===== src/rtl/ctrl_pkg.sv =====
// Shared control definitions for the multicycle CPU: ALU command codes, opcode/funct
// constants, FSM state encoding and datapath select encodings.
package ctrl_pkg;

    typedef enum logic [2:0] {
        ALU_ADD = 3'd0,
        ALU_SUB = 3'd1,
        ALU_XOR = 3'd2,
        ALU_SLT = 3'd3
    } alu_cmd_t;

    localparam logic [5:0] OP_RTYPE = 6'h00;
    localparam logic [5:0] OP_J     = 6'h02;
    localparam logic [5:0] OP_JAL   = 6'h03;
    localparam logic [5:0] OP_BEQ   = 6'h04;
    localparam logic [5:0] OP_BNE   = 6'h05;
    localparam logic [5:0] OP_ADDI  = 6'h08;
    localparam logic [5:0] OP_XORI  = 6'h0E;
    localparam logic [5:0] OP_LW    = 6'h23;
    localparam logic [5:0] OP_SW    = 6'h2B;

    localparam logic [5:0] FN_JR  = 6'h08;
    localparam logic [5:0] FN_ADD = 6'h20;
    localparam logic [5:0] FN_SUB = 6'h22;
    localparam logic [5:0] FN_XOR = 6'h26;
    localparam logic [5:0] FN_SLT = 6'h2A;

    typedef enum logic [3:0] {
        S_FETCH    = 4'd0,
        S_DECODE   = 4'd1,
        S_MEM_ADDR = 4'd2,
        S_MEM_RD   = 4'd3,
        S_MEM_WB   = 4'd4,
        S_MEM_WR   = 4'd5,
        S_EXEC_R   = 4'd6,
        S_WB_R     = 4'd7,
        S_EXEC_I   = 4'd8,
        S_WB_I     = 4'd9,
        S_BRANCH   = 4'd10,
        S_JUMP     = 4'd11,
        S_JAL      = 4'd12,
        S_JR       = 4'd13,
        S_TRAP     = 4'd14
    } state_t;

    localparam logic [1:0] PC_SRC_ALU    = 2'd0;
    localparam logic [1:0] PC_SRC_ALUOUT = 2'd1;
    localparam logic [1:0] PC_SRC_JUMP   = 2'd2;
    localparam logic [1:0] PC_SRC_REGA   = 2'd3;

    localparam logic [1:0] WB_ALUOUT = 2'd0;
    localparam logic [1:0] WB_MDR    = 2'd1;
    localparam logic [1:0] WB_PC     = 2'd2;

    localparam logic [1:0] REG_DST_RT = 2'd0;
    localparam logic [1:0] REG_DST_RD = 2'd1;
    localparam logic [1:0] REG_DST_RA = 2'd2;

    localparam logic [1:0] B_SEL_REGB     = 2'd0;
    localparam logic [1:0] B_SEL_FOUR     = 2'd1;
    localparam logic [1:0] B_SEL_IMM      = 2'd2;
    localparam logic [1:0] B_SEL_IMM_SHL2 = 2'd3;

endpackage


===== src/rtl/alu_cmd_decode.sv =====
// R-type funct decoder: maps funct to the ALU command and flags unsupported functions.
module alu_cmd_decode
    import ctrl_pkg::*;
(
    input  logic [5:0] funct,
    output logic [2:0] alu_cmd,
    output logic       legal
);

    always_comb begin
        alu_cmd = ALU_ADD;
        legal   = 1'b1;
        case (funct)
            FN_ADD:  alu_cmd = ALU_ADD;
            FN_SUB:  alu_cmd = ALU_SUB;
            FN_XOR:  alu_cmd = ALU_XOR;
            FN_SLT:  alu_cmd = ALU_SLT;
            default: legal   = 1'b0;
        endcase
    end

endmodule


===== src/rtl/multicycle_control_fsm.sv =====
// Main multicycle CPU controller: sequences fetch/decode/execute/memory/writeback
// and drives the ALU command, operand selects and datapath write enables.
module multicycle_control_fsm
    import ctrl_pkg::*;
#(
    parameter int JAL_REG         = 31,
    parameter bit TRAP_ON_ILLEGAL = 1'b1
) (
    input  logic       clk,
    input  logic       reset_n,
    input  logic [5:0] opcode,
    input  logic [5:0] funct,
    input  logic       zero,
    input  logic       mem_ready,
    output logic [2:0] alu_cmd,
    output logic       alu_a_sel,
    output logic [1:0] alu_b_sel,
    output logic       imm_zext,
    output logic       pc_we,
    output logic       ir_we,
    output logic       mem_re,
    output logic       mem_we,
    output logic       reg_we,
    output logic       iord,
    output logic [1:0] pc_src,
    output logic [1:0] reg_dst_sel,
    output logic [1:0] wb_sel,
    output logic       illegal,
    output logic [3:0] state_dbg
);

    // reg_dst_sel=2 makes the datapath write register JAL_REG; it must address the file.
    generate
        if (JAL_REG < 0 || JAL_REG > 31) begin : g_jal_reg_range
            $error("JAL_REG out of range 0..31");
        end
    endgenerate

    state_t     state_reg;
    state_t     state_next;
    state_t     illegal_target;
    logic       illegal_reg;
    logic [2:0] r_cmd;
    logic       r_legal;
    logic       pc_we_raw;
    logic       ir_we_raw;
    logic       mem_re_raw;
    logic       mem_we_raw;
    logic       reg_we_raw;

    alu_cmd_decode u_alu_cmd_decode (
        .funct   (funct),
        .alu_cmd (r_cmd),
        .legal   (r_legal)
    );

    assign illegal_target = TRAP_ON_ILLEGAL ? S_TRAP : S_FETCH;

    always_ff @(posedge clk) begin
        if (!reset_n) begin
            state_reg   <= S_FETCH;
            illegal_reg <= 1'b0;
        end else begin
            state_reg   <= state_next;
            illegal_reg <= (state_next == S_TRAP);
        end
    end

    always_comb begin
        state_next = state_reg;
        case (state_reg)
            S_FETCH:  if (mem_ready) state_next = S_DECODE;
            S_DECODE: begin
                case (opcode)
                    OP_LW, OP_SW:    state_next = S_MEM_ADDR;
                    OP_RTYPE:        state_next = (funct == FN_JR) ? S_JR : S_EXEC_R;
                    OP_ADDI, OP_XORI: state_next = S_EXEC_I;
                    OP_BEQ, OP_BNE:  state_next = S_BRANCH;
                    OP_J:            state_next = S_JUMP;
                    OP_JAL:          state_next = S_JAL;
                    default:         state_next = illegal_target;
                endcase
            end
            S_MEM_ADDR: state_next = (opcode == OP_LW) ? S_MEM_RD : S_MEM_WR;
            S_MEM_RD:   if (mem_ready) state_next = S_MEM_WB;
            S_MEM_WR:   if (mem_ready) state_next = S_FETCH;
            S_EXEC_R:   state_next = r_legal ? S_WB_R : illegal_target;
            S_EXEC_I:   state_next = S_WB_I;
            S_TRAP:     state_next = S_TRAP;
            default:    state_next = S_FETCH;
        endcase
    end

    always_comb begin
        alu_cmd     = ALU_ADD;
        alu_a_sel   = 1'b0;
        alu_b_sel   = B_SEL_REGB;
        imm_zext    = 1'b0;
        iord        = 1'b0;
        pc_src      = PC_SRC_ALU;
        reg_dst_sel = REG_DST_RT;
        wb_sel      = WB_ALUOUT;
        pc_we_raw   = 1'b0;
        ir_we_raw   = 1'b0;
        mem_re_raw  = 1'b0;
        mem_we_raw  = 1'b0;
        reg_we_raw  = 1'b0;
        case (state_reg)
            S_FETCH: begin
                mem_re_raw = 1'b1;
                alu_b_sel  = B_SEL_FOUR;
                ir_we_raw  = mem_ready;
                pc_we_raw  = mem_ready;
            end
            // Branch target is computed speculatively here and held in ALUOut.
            S_DECODE:   alu_b_sel = B_SEL_IMM_SHL2;
            S_MEM_ADDR: begin
                alu_a_sel = 1'b1;
                alu_b_sel = B_SEL_IMM;
            end
            S_MEM_RD: begin
                iord       = 1'b1;
                mem_re_raw = 1'b1;
            end
            S_MEM_WB: begin
                reg_we_raw = 1'b1;
                wb_sel     = WB_MDR;
            end
            S_MEM_WR: begin
                iord       = 1'b1;
                mem_we_raw = 1'b1;
            end
            S_EXEC_R: begin
                alu_a_sel = 1'b1;
                alu_cmd   = r_cmd;
            end
            S_WB_R: begin
                reg_we_raw  = 1'b1;
                reg_dst_sel = REG_DST_RD;
            end
            S_EXEC_I: begin
                alu_a_sel = 1'b1;
                alu_b_sel = B_SEL_IMM;
                if (opcode == OP_XORI) begin
                    alu_cmd  = ALU_XOR;
                    imm_zext = 1'b1;
                end
            end
            S_WB_I: reg_we_raw = 1'b1;
            S_BRANCH: begin
                alu_a_sel = 1'b1;
                alu_cmd   = ALU_SUB;
                pc_src    = PC_SRC_ALUOUT;
                pc_we_raw = (opcode == OP_BNE) ? ~zero : zero;
            end
            S_JUMP: begin
                pc_we_raw = 1'b1;
                pc_src    = PC_SRC_JUMP;
            end
            S_JAL: begin
                pc_we_raw   = 1'b1;
                pc_src      = PC_SRC_JUMP;
                reg_we_raw  = 1'b1;
                reg_dst_sel = REG_DST_RA;
                wb_sel      = WB_PC;
            end
            S_JR: begin
                pc_we_raw = 1'b1;
                pc_src    = PC_SRC_REGA;
            end
            default: ;
        endcase
    end

    // Enables are gated by reset so an access in flight is dropped immediately.
    assign pc_we     = pc_we_raw  & reset_n;
    assign ir_we     = ir_we_raw  & reset_n;
    assign mem_re    = mem_re_raw & reset_n;
    assign mem_we    = mem_we_raw & reset_n;
    assign reg_we    = reg_we_raw & reset_n;
    assign illegal   = illegal_reg;
    assign state_dbg = state_reg;

endmodule

===== config.mk =====
export PLATFORM = sky130hd
export DESIGN_NAME = multicycle_control_fsm
export DESIGN_NICKNAME = d
export VERILOG_FILES = /design/src/rtl/ctrl_pkg.sv /design/src/rtl/alu_cmd_decode.sv /design/src/rtl/multicycle_control_fsm.sv
export SDC_FILE = /design/constraint.sdc
export NUM_CORES = 1
export LEC_CHECK = 0
export ABC_CLOCK_PERIOD_IN_PS = 1600
export CAP_MARGIN = 0
export CORE_UTILIZATION = 30
export DETAILED_ROUTE_END_ITERATION = 6
export PLACE_DENSITY = 0.71
export SLEW_MARGIN = 20
export SYNTH_ARGS = -nofsm -noshare
export SYNTH_HDL_FRONTEND = slang
export SYNTH_SLANG_ARGS = --single-unit

===== constraint.sdc =====
create_clock -name clk -period 1.6 [get_ports clk]
set_clock_uncertainty 0.2 [all_clocks]
set_input_delay 0.32 -clock clk [delete_from_list [all_inputs] [get_ports clk]]
set_output_delay 0.32 -clock clk [all_outputs]
set_load 0.01 [all_outputs]

==> implementation parameters, run 1 <==
Parameter                              Value

Cells and area
  Final design instance area without fill    0.00221 mm^2
  Nets@finish    about 250
  Reg area    113 um^2
  Number of filler instances in the final layout    about 190
  Fraction of layout instances using a drive strength above 1    0.680
  Area overhead of the layout relative to synthesis    134%
  Final Util    0.767
  Max FFs per register    4
  Antenna diode count    0
  Area of the multi-input gates    0.00109 mm^2

Placement
  Half-perimeter wire length after detailed placement    2.73 mm
  Port bufs    38
  Area after DPL    0.00164 mm^2
  Worst slack at placement    -1.25 ns
  GPL Wtd Cong    just over 0.9

Critical path
  Required time at the worst-slack endpoint    about 1.1 ns
  Number of buffers and inverters on the critical path    2
  Series of cell instances along the critical path    buf_2 > nor3b_4 > a31oi_1 > o311ai_2 > a21oi_1 > o21a_1 > buf_2
  Crit path max-delay family    compound AO/OA/AOI/OAI gates
  Crit-path max cell delay    0.35 ns
  Cell repeated most along the worst path    buf_2
  Arrival time reported for the critical path endpoint    1.61 ns
  CP Class    input port to primary output
  Critical Path Start Type    input port
  Maximum fanout encountered on the critical timing path    4
  Slowest library cell on the worst path    o311ai_2
  Sort of element at the end of the critical path    primary output

Synth
  Number of instances in the synthesized netlist    139
  Share of the synthesized area in the top cell type    0.106
  Sequential cell area fraction in the yosys report    0.106
  Post-synth top cells    nor2_1 (20), nand2_1 (13), a21oi_1 (7), o21ai_0 (6)
  Post-synthesis register bit count    5
  Post-Synthesis Cell Area    942 um^2
  Largest cells by area after synthesis    dfxtp_1 (11%), nor2_1 (8.0%), nand2_1 (5.2%)
  Average cell area after synthesis    6.78 um^2
  Post-synth EDFFs    0
  Syn nets    155
  Total of warnings raised by yosys    0
  Synth async-reset ratio    0
  Largest area contributor in the netlist    dfxtp_1
  Number of distinct standard cells referenced by the synthesized netlist    53
  Ys flop type    dfxtp_1
  Most frequent cell after synthesis    nor2_1

Clock tree
  Clock Tree Buf Depth    2
  Clock tree from TritonCTS    yes
  Clock H-tree levels    1
  Hold_buf cts    0
  Clk_lat worst skew    0.24 ns
  Total clock buffers created by CTS    3
  Clock-pin slew of the registers on the worst-case setup and hold paths    0.04 ns
  TritonCTS Sinks    5
  Cell at the root of the clock tree    clkbuf_4

Timing
  Setup-failing EPs final    23
  Post-route minimum period    2.13 ns
  RSZ-0062 raised after global routing    yes
  Pins Over Slew Limit    0
  Total negative slack    -5.77 ns
  Number of endpoints with negative hold slack in the final report    0
  Final cycle utilization of the critical path    1.33
  Achievable clock frequency    0.469 GHz
  Minimum setup slack in the final design    -0.532 ns

Global route
  Number of antenna violations at the first check in global routing    0
  First-pass GRT wire length    7.07 mm
  Vias in the first global route    approximately 1600
  Global router's overall resource usage    0.272
  GRT Residual Overflow    0
  Maximum number of pins on one net before global-route repair    11

Drt
  Detailed-route vias per instance    5.63
  Total Routed Length    5.24 mm
  First-pass detailed-route iteration total    6
  Residual antenna-violating net count after detailed routing    0
  # DRC    4
  Routed length per placed instance    19.2 um
  Initial drt markers    95
  Total via count after detailed routing    1537

Run
  Number of max-cap violations    0

Power and ir drop
  Pwr dens    1540 mW/mm^2
  Portion of total power attributed to sequential cells    0.085
  Leak    0.985 nW
  Combinational Power Share    0.873
  Switching Fraction    0.453
  Internal power summed over all cells    ~0.0019 W
  NetSw    0.00154 W
  VDD IR-drop max    1.16 mV
  Part of the total power dissipated in the clock network    0.042

Status
  Run status    complete, but fails checks
  Failing checks    design-rule violations, negative setup slack

Floorplanning
  Die width    58.0 um
  IO Pins    40
  Die Footprint    0.00337 mm^2
  # rows    19
  Core Box Area    roughly 0.0029 mm^2
  Die Y-Extent    58.0 um
  Effective utilization at floorplan    0.328

Worst hold path
  Worst hold-check path type    input port to register
-- cells in the final DEF (no fill, tap or decap), types with 3 or more instances in the layout --
cell           Yosys  routed
a21oi_1            7       6
o21ai_0            6       4
dfxtp_4            0       3
or2_4              1       3
buf_6              3      36
nand2_1           13       7
nand2b_4           0       3
nor2_4             0       3
clkbuf_4           0       3
buf_2              5      17
buf_4              2      30
nor2_2             0       6
nand2_2            0       5
o311ai_2           0       3
nor2_1            20      11
and3_4             0       4
dlygate4sd2_1      0      10
-- power groups by stage --
stage,Combinational [W],Sequential [W],Clock (W)
3_5_place_dp,0.00176,0.000270,0
3_3_place_gp,0.00172,0.000271,0
6_report,0.00297,0.000291,0.000143
5_1_grt,0.00309,0.000296,0.000162
2_1_floorplan,0.00102,0.000230,0
4_1_cts,0.00231,0.000264,0.000145
-- logic make-up after synthesis --
family                 synth area share
AO/OA/AOI/OAI                     0.266
XOR/XNOR                         0.0186
buffers and inverters             0.106
flip-flops                        0.106
multiplexers                     0.0345
other                           0.00398
AND/OR/NAND/NOR                   0.465
-- tightest hold or removal path, cell delays in order --
cell and delay, ns:
buf_6 0.09, a2111oi_2 0.05, a2bb2oi_2 0.14, nor2_2 0.07
-- layer usage --
metal	track usage	wire, um
met1	0.273	1930
met2	0.504	2800
met3	0.0692	286
met4	0.156	218
met5	0	0
-- layout make-up --
class | count | share of cell area
repair buffers | 101 | 0.413
clock buffers | 4 | 0.0119
multi-input cells | 117 | 0.493
inverters | 4 | 0.00794
well taps | 42 | 0.0238
flip-flops and latches | 5 | 0.0510
-- stage by stage --
step | power [W] | hold slack (ns) | std cells
6_report | 0.00341 | 0.270 | 273
5_1_grt | 0.00355 | 0.284 | 273
4_1_cts | 0.00272 | 0.281 | 265
3_5_place_dp | 0.00203 | 0.586 | 244
3_3_place_gp | 0.00199 | 0.583 | 244
2_1_floorplan | 0.00125 | 0.344 | 139
-- path summary, 6_finish.rpt --
check | end | depth (start not counted) | from | slack (ns)
setup / recovery | pc_we | 7 | opcode[1] | -0.53
hold / removal | state_dbg[2]$_SDFF_PN0_ | 4 | opcode[4] | 0.27
setup reg to reg | illegal$_SDFF_PN0_ | 7 | state_dbg[1]$_SDFF_PN0_ | -0.32
hold reg to reg | state_dbg[2]$_SDFF_PN0_ | 4 | state_dbg[2]$_SDFF_PN0_ | 0.67
-- repair_timing --
| item | CTS | global route |
|---|---|---|
| resized for setup | 181 | 48 |
| hold endpoints to repair | 0 | 0 |
| pin swaps | 29 | 22 |
| endpoints found under the setup margin | 27 | 28 |
| buffers inserted | 19 | 10 |
(Power assumes the default switching activity.)
==> run 2: changes to the inputs <==
- ABC_AREA: unset -> 1
- PLACE_DENSITY: 0.71 -> 0.74
==> run 2 against run 1 <==
First-iteration DRC count is 41% lower. Maximum frequency is 11% higher. Die area is 14% lower. Final cell count is 4.0% higher. The run ends with negative setup slack left. Sequential share of layout area is 0.76 points higher.
==> implementation parameters, run 2 <==
Parameter                              Value

Clock tree
  Clock Tree Buf Depth    2
  Cell at the root of the clock tree    clkbuf_4
  TritonCTS Sinks    5
  Clock H-tree levels    1
  Hold_buf cts    0
  Clock tree from TritonCTS    yes
  Clk_lat worst skew    0.27 ns
  Total clock buffers created by CTS    3
  Clock-pin slew of the registers on the worst-case setup and hold paths    0.05 ns

Drt
  Total via count after detailed routing    about 1400
  First-pass detailed-route iteration total    4
  Residual antenna-violating net count after detailed routing    0
  Met3 wire length    144 um
  Routed length per placed instance    14.4 um
  Detailed-route vias per instance    4.99
  Total Routed Length    4.09 mm
  Met2 WL    2.20 mm
  # DRC    0
  Initial drt markers    56
  Max layer used    met4
  Met1 Wirelength    1.65 mm

Critical path
  Sort of element at the end of the critical path    primary output
  Required time at the worst-slack endpoint    about 1.1 ns
  Crit-path max cell delay    0.37 ns
  Arrival time reported for the critical path endpoint    roughly 1.4 ns
  CP Class    register to primary output
  Critical Path Start Type    register
  Crit path max-delay family    flip-flops
  Series of cell instances along the critical path    buf_6 > nor2_4 > inv_2 > nor2_4 > a21oi_2 > a21oi_2 > buf_2
  Number of buffers and inverters on the critical path    3
  Slowest library cell on the worst path    dfxtp_4
  Maximum fanout encountered on the critical timing path    5

Cells and area
  Leading cell type in the layout, fill and taps excluded    buf_4
  Commonest non-fill, non-tap cells in the layout    buf_4 (47), nand2_1 (24), buf_6 (23), buf_2 (16), nor2_1 (14)
  Antenna diode count    0
  Final Util    0.786
  Fraction of layout instances using a drive strength above 1    0.685
  Area overhead of the layout relative to synthesis    145%
  Reg area    around 120 um^2
  Area of the multi-input gates    roughly 850 um^2
  Nets@finish    271
  Number of filler instances in the final layout    154
  Max FFs per register    4

Synth
  Largest cells by area after synthesis    nand2_1 (15%), nor2_1 (13%), dfxtp_1 (12%)
  Ys flop type    dfxtp_1
  Post-Synthesis Cell Area    803 um^2
  Synth async-reset ratio    0
  Post-synth top cells    nand2_1 (33), nor2_1 (28), inv_1 (20), nand3_1 (15), inv_2 (7)
  Number of instances in the synthesized netlist    152
  Number of distinct standard cells referenced by the synthesized netlist    27
  Total of warnings raised by yosys    0
  Sequential cell area fraction in the yosys report    0.125
  Syn nets    around 170
  Most frequent cell after synthesis    nand2_1
  Post-synth EDFFs    0
  Average cell area after synthesis    5.28 um^2
  Share of the synthesized area in the top cell type    0.154
  Post-synthesis register bit count    5
  Largest area contributor in the netlist    nand2_1

Placement
  Half-perimeter wire length after detailed placement    around 2.2 mm
  Worst slack at placement    -0.955 ns
  GPL Wtd Cong    0.913
  Port bufs    38

Global route
  Number of antenna violations at the first check in global routing    0
  First-pass GRT wire length    ~5.4 mm
  GRT Residual Overflow    0
  Global router's overall resource usage    0.258
  Maximum number of pins on one net before global-route repair    8
  Vias in the first global route    1253

Floorplanning
  Die width    between 50 and 60 um
  # rows    18
  Core Box Area    between 0.002 and 0.0025 mm^2
  Effective utilization at floorplan    0.321
  IO Pins    40
  Die Footprint    0.00289 mm^2
  Die Y-Extent    53.7 um

Timing
  Total negative slack    -4.63 ns
  RSZ-0062 raised after global routing    yes
  Achievable clock frequency    0.519 GHz
  Number of endpoints with negative hold slack in the final report    0
  Pins Over Slew Limit    0
  Post-route minimum period    1.93 ns
  Minimum setup slack in the final design    -0.327 ns
  Final cycle utilization of the critical path    1.20
  Setup-failing EPs final    22

Power and ir drop
  Pwr dens    1310 mW/mm^2
  VDD IR-drop max    1.26 mV
  Leak    approximately 1.0 nW

Status
  Run status    complete, but fails checks
  Failing checks    negative setup slack

Worst hold path
  Worst hold-check path type    input port to register

Run
  Number of max-cap violations    0
-- run 2: kinds of logic after synthesis --
| kind of cell | after synthesis | synth area share |
|---|---|---|
| AOI/OAI and AO/OA | 16 | 0.112 |
| xor gates and xnor gates | 1 | 0.0109 |
| buffers and inverters | 30 | 0.150 |
| DFF | 5 | 0.125 |
| other | 1 | 0.00467 |
| and+or+nand+nor | 99 | 0.598 |
-- run 2: repair_timing --
item | in CTS | in global routing
buffers inserted | 17 | 2
pin swaps | 37 | 21
setup endpoints to repair | 28 | 24
gates resized for setup | 165 | 47
-- run 2: worst register-to-register path, cell delays in order (launching register included) --
cell      delay (ns)
dfxtp_4         0.38
nand2_2         0.14
buf_4           0.14
clkinv_1        0.10
buf_4           0.15
nand3_1         0.06
o21ai_1         0.12
nor3b_4         0.24
nand2_1         0.08
nand2_1         0.08
nor2_2          0.04
-- run 2: worst paths after layout --
kind	startpoint	end	slack [ns]	cells past startpoint
setup / recovery	state_dbg[1]$_SDFF_PN0_	reg_we	-0.33	7
hold / removal	opcode[2]	state_dbg[3]$_SDFF_PN0_	0.53	8
setup reg to reg	state_dbg[0]$_SDFF_PN0_	illegal$_SDFF_PN0_	-0.23	10
hold reg to reg	state_dbg[1]$_SDFF_PN0_	state_dbg[2]$_SDFF_PN0_	0.66	6
-- run 2: power breakdown --
group          switching, W  internal (W)  leakage, nW
combinational       0.00107       0.00102        0.977
sequential         0.000122      0.000191       0.0437
clock             0.0000705     0.0000954       0.0150
total               0.00126       0.00131         1.04
-- run 2: final cells by class --
class                   instances  share of cell area
multi-input cells             117               0.431
repair buffers                100               0.418
inverters                      28              0.0599
flip-flops and latches          5              0.0586
well taps                      30              0.0191
clock buffers                   4              0.0134
-- run 2: per-stage QoR --
stage / area, um^2 / instances / total power [W] / hold WS [ns]
floorplan: 837 / 152 / 0.000967 / 0.218
global placement: 1590 / 264 / 0.00181 / 0.628
detailed placement: 1590 / 264 / 0.00184 / 0.647
CTS: 1830 / 285 / 0.00225 / 0.453
global route: 1960 / 284 / 0.00270 / 0.559
finish: 1960 / 284 / 0.00257 / 0.534
-- run 2: metal layers --
metal  up-vias  GRT usage
met4         0     0.0965
li1        681          -
met2        56      0.500
met1       670      0.283
met5         -          0
met3        10     0.0226
